[config.mk]
export PLATFORM = sky130hd
export DESIGN_NAME = data_mem_arbiter
export DESIGN_NICKNAME = d
export VERILOG_FILES = /design/src/rtl/data_mem_arbiter.sv
export SDC_FILE = /design/constraint.sdc
export NUM_CORES = 1
export LEC_CHECK = 0
export CAP_MARGIN = 20
export CORE_MARGIN = 3
export CORE_UTILIZATION = 37
export DETAILED_ROUTE_END_ITERATION = 8
export PLACE_DENSITY = 0.78
export SLEW_MARGIN = 20
export SYNTH_ARGS = -nofsm -noshare
export SYNTH_HDL_FRONTEND = slang
export SYNTH_SLANG_ARGS = --single-unit
[constraint.sdc]
create_clock -name clk -period 2.1 [get_ports clk]
set_input_delay 0.21 -clock clk [delete_from_list [all_inputs] [get_ports clk]]
set_output_delay 0.21 -clock clk [all_outputs]
set_load 0.02 [all_outputs]
[src/rtl/data_mem_arbiter.sv]
// Round-robin arbiter and sequencer that shares one data-memory port between two requesters.
// Each access runs IDLE -> ACCESS -> WAIT (LAT-1 cycles) -> CAPTURE -> RESP, and every
// output is registered.
module data_mem_arbiter #(
    parameter int unsigned WIDTH = 32,
    parameter int unsigned LAT   = 1
) (
    input  logic             clk,
    input  logic             rst,
    input  logic             reqA,
    input  logic             weA,
    input  logic [WIDTH-1:0] addrA,
    input  logic [WIDTH-1:0] wdataA,
    output logic             ackA,
    input  logic             reqB,
    input  logic             weB,
    input  logic [WIDTH-1:0] addrB,
    input  logic [WIDTH-1:0] wdataB,
    output logic             ackB,
    output logic [WIDTH-1:0] rdata,
    output logic             sel,
    output logic             mem_en,
    output logic             mem_we,
    output logic [WIDTH-1:0] mem_addr,
    output logic [WIDTH-1:0] mem_wdata,
    input  logic [WIDTH-1:0] mem_rdata
);

    typedef enum logic [2:0] {
        StIdle,
        StAccess,
        StWait,
        StCapture,
        StResp
    } state_e;

    // WAIT runs LAT-1 cycles: load LAT-2 and leave when the counter is already 0.
    localparam logic [2:0] WaitLoad = (LAT > 1) ? 3'(LAT - 2) : 3'd0;

    state_e           state_q;
    logic             last_a_q;   // 1 = A won the most recent grant
    logic             we_q;
    logic [2:0]       cnt_q;
    logic             ack_a_q;
    logic             ack_b_q;
    logic [WIDTH-1:0] rdata_q;
    logic             sel_q;
    logic             mem_en_q;
    logic             mem_we_q;
    logic [WIDTH-1:0] addr_q;
    logic [WIDTH-1:0] wdata_q;

    logic grant_a;

    // On a tie, A wins only when B won last.
    assign grant_a = reqA & (~reqB | ~last_a_q);

    // Transaction sequencer: state, wait counter and all registered outputs.
    always_ff @(posedge clk) begin
        if (rst) begin
            state_q  <= StIdle;
            last_a_q <= 1'b0;
            we_q     <= 1'b0;
            cnt_q    <= 3'd0;
            ack_a_q  <= 1'b0;
            ack_b_q  <= 1'b0;
            rdata_q  <= '0;
            sel_q    <= 1'b0;
            mem_en_q <= 1'b0;
            mem_we_q <= 1'b0;
            addr_q   <= '0;
            wdata_q  <= '0;
        end else begin
            unique case (state_q)
                StIdle: begin
                    if (reqA || reqB) begin
                        sel_q    <= grant_a;
                        last_a_q <= grant_a;
                        addr_q   <= grant_a ? addrA : addrB;
                        wdata_q  <= grant_a ? wdataA : wdataB;
                        we_q     <= grant_a ? weA : weB;
                        mem_we_q <= grant_a ? weA : weB;
                        mem_en_q <= 1'b1;
                        state_q  <= StAccess;
                    end
                end
                StAccess: begin
                    mem_en_q <= 1'b0;
                    mem_we_q <= 1'b0;
                    if (LAT > 1) begin
                        cnt_q   <= WaitLoad;
                        state_q <= StWait;
                    end else begin
                        state_q <= StCapture;
                    end
                end
                StWait: begin
                    if (cnt_q == 3'd0) begin
                        state_q <= StCapture;
                    end else begin
                        cnt_q <= cnt_q - 3'd1;
                    end
                end
                StCapture: begin
                    if (!we_q) begin
                        rdata_q <= mem_rdata;
                    end
                    ack_a_q <= sel_q;
                    ack_b_q <= ~sel_q;
                    state_q <= StResp;
                end
                StResp: begin
                    ack_a_q <= 1'b0;
                    ack_b_q <= 1'b0;
                    state_q <= StIdle;
                end
                default: begin
                    state_q <= StIdle;
                end
            endcase
        end
    end

    assign ackA      = ack_a_q;
    assign ackB      = ack_b_q;
    assign rdata     = rdata_q;
    assign sel       = sel_q;
    assign mem_en    = mem_en_q;
    assign mem_we    = mem_we_q;
    assign mem_addr  = addr_q;
    assign mem_wdata = wdata_q;

endmodule

==> out/qor.txt <==
Max Slew Vio Count: 0
via count: 4739
CTS Hold Buffers Added: 0
vias per cell: 5.02
vias in the first global route: 4525
Cells after Synth: 559
Sw Share: 32.7%
gr ovfl total: 0
Layout area overhead: 70.7%
Comb power frac: 35.9%
r2r setup slk: 0.36 ns
GRT Total Usage: 20.8%
CTS buffer count: 9
crit share post-route: 82.7%
Avg WL per Cell: 15.2 um
final net count: 964
status: completed
final setup TNS: 0 ns
R2R depth: 4
leakage: 2.75 nW
RSZ-0062 raised after global routing: no
minimum clock period: 1.74 ns
CTS sink cnt: 108
pin count of the biggest net entering global routing: 82
count of final hold-check violations: 0
warnings from Yosys: 0
initial antenna violation count: 0
Hold WC Path Type: in2reg
clock share of power: 26.3%
critical-path maximum fanout: 81
Multi-input gate area: 1990 sq um
Max Freq: 576 MHz
register area: 2160 sq um
relative max-transition margin: 55.1%
# Max-Cap Violations: 0
Netlist cell types: 27
slew of the pin with the lowest slew margin: 0.674 ns
Die Wd: 115 um
cell area after synthesis: 4370 sq um
Cell Area, Placed: 7140 sq um
FILL cells: 962
syn_area_per_cell: 7.82 sq um
hpwl dp: 10.6 mm
DRC Markers: 0
Starting Density: 38.1%
Final Total Pwr: 6.94 mW
final wirelength: 14.4 mm
Core Util, Final: 65.1%
DRT iter0 DRCs: 266
register area share after synthesis: 49.5%
crit path DAT: 1.98 ns
Clock transition at path regs: 0.07 ns
Die Ht: 115 um
clock buffer depth: 2
Pint: 4.67 mW
Final setup viols: 0
IR drop worst, VDD: 446 uV
#FFs+latches synth: 108
critical path data required time: 2.34 ns
RR Endpoint: mem_wdata[12]
CTS-repair resized insts: 0
Sequential Power Share: 37.8%
P_sw: 2.27 mW
row cnt: 39
start point of the critical path: state_q[0]
Placer Congestion: 0.852
n_diodes: 0
first-pass GRT wire length: 22.1 mm
final instance area: 7460 sq um
Setup Fix Bufs, Post-CTS: 0
startpoint types: flop
crit path capture: mem_wdata[12]
reg-to-reg startpoint: state_q[0]
DRT Pass-1 Iters: 6
# IOs: 267
fraction of layout cells with a size suffix above 1: 3.87%
Core Area: 11500 sq um
die area: 13200 sq um
clk root buf: clkbuf_16
pwr/cell area: 930 nW/um^2
Final Skew: 0.00726 ns
worst skew pair latency: 0.34 ns
CP Class: reg2reg
endpoint type of the worst setup path: flop
CTS tree: yes
Final ANT Viol Nets: 0
I/O Buffers: 266
htree depth: 3
Mapped Nets: 727
-- routing by layer --
| metal | GRT usage [%] | vias to the layer above | part of all wire, % |
|---|---|---|---|
| li1 | - | 2374 | - |
| met1 | 22.9 | 2147 | 38 |
| met2 | 37.6 | 196 | 51 |
| met3 | 6.77 | 22 | 9.5 |
| met4 | 6.57 | 0 | 1.9 |
| met5 | 0 | - | 0 |
-- critical path, stage by stage, from the launching register on --
cell	delay, ns
dfxtp_1	0.42
nor4_4	0.45
buf_12	0.33
nor2_1	0.08
a311oi_1	0.28
-- kinds of logic (layout without fill, tap and decap cells) --
logic type	after synthesis	in the layout	share of synthesized area, %
fa+ha+maj	2	2	0.572
xor+xnor	2	2	0.401
flops	108	108	49.5
mux	1	1	0.229
compound gates	107	107	18.2
simple gates	285	285	25.7
buf+inv	54	296	5.47
-- how the worst min path moves through the flow --
stage / start / to / slack [ns] / cells after the start
after floorplan: mem_rdata[0] / rdata[0] / 0.35 / 2
after global placement: rdata[20] / rdata[20] / 0.44 / 2
after detailed placement: rdata[18] / rdata[18] / 0.45 / 2
after CTS: mem_rdata[29] / rdata[29] / 0.40 / 3
after global routing: mem_rdata[29] / rdata[29] / 0.41 / 3
final: mem_rdata[29] / rdata[29] / 0.41 / 3
-- cells in the mapped netlist --
cell,n,area share [%]
nand2_1,195,17
dfxtp_1,108,49
nor2_1,74,6.4
a311oi_1,64,13
a21oi_1,36,4.1
clkbuf_1,26,2.2
buf_2,20,2.3
nor3_1,8,0.92
inv_1,4,0.34
buf_4,3,0.52
a211oi_1,2,0.34
ha_1,2,0.57
or3_1,2,0.29
xnor2_1,2,0.40
a2111oi_0,1,0.20
a21bo_2,1,0.23
a21boi_0,1,0.17
a31oi_1,1,0.14
and3_1,1,0.14
buf_1,1,0.086
mux2i_1,1,0.23
nand2b_1,1,0.14
nor2b_1,1,0.14
nor4_1,1,0.14
nor4_4,1,0.49
nor4b_2,1,0.34
o21ai_0,1,0.11
-- power groups by stage --
stage          combinational, mW  clock (mW)  sequential, mW
2_1_floorplan              0.920           0            3.03
3_5_place_dp                2.50           0            2.66
3_3_place_gp                2.44           0            2.65
4_1_cts                     2.51        1.87            2.62
6_report                    2.49        1.83            2.62
5_1_grt                     2.69        1.96            2.67
-- metrics by stage --
stage                     std cells  hold WS [ns]  setup slack (ns)
after floorplan                 559         0.346             0.576
after global placement          928         0.442             0.178
after detailed placement        928         0.447            0.0756
after CTS                       944         0.396             0.374
after global routing            944         0.407             0.250
final                           944         0.410             0.363
-- placed cells by master, fill, tap and decap left out, types with 2 or more instances in the layout --
| master | netlist | layout |
|---|---|---|
| nand2_1 | 195 | 195 |
| buf_4 | 3 | 6 |
| or3_1 | 2 | 2 |
| dfxtp_1 | 108 | 108 |
| a21oi_1 | 36 | 36 |
| xnor2_1 | 2 | 2 |
| nor3_1 | 8 | 7 |
| clkdlybuf4s50_1 | 0 | 265 |
| a211oi_1 | 2 | 2 |
| clkbuf_16 | 0 | 9 |
| inv_1 | 4 | 4 |
| bufinv_16 | 0 | 2 |
| ha_1 | 2 | 2 |
| inv_6 | 0 | 2 |
| a311oi_1 | 64 | 64 |
| buf_12 | 0 | 5 |
| nor2_1 | 74 | 74 |
-- final cells by class --
cell class | count | area share, %
Timing Repair Buffer | 276 | 37.5
Sequential cell | 108 | 29.0
Multi-Input combinational cell | 397 | 26.6
Clock buffer | 10 | 3.07
Tap cell | 143 | 2.40
Clock inverter | 6 | 1.26
Inverter | 4 | 0.201
-- flip-flops by register name, indices dropped and copies added, names as in the netlist --
name,flops
rdata,32
cnt_q,3
we_q,1
sel,1
mem_addr,32
mem_we,1
mem_wdata,32
mem_en,1
state_q,3
ackA,1
ackB,1
Note: power is estimated with default switching activity, not from simulation.
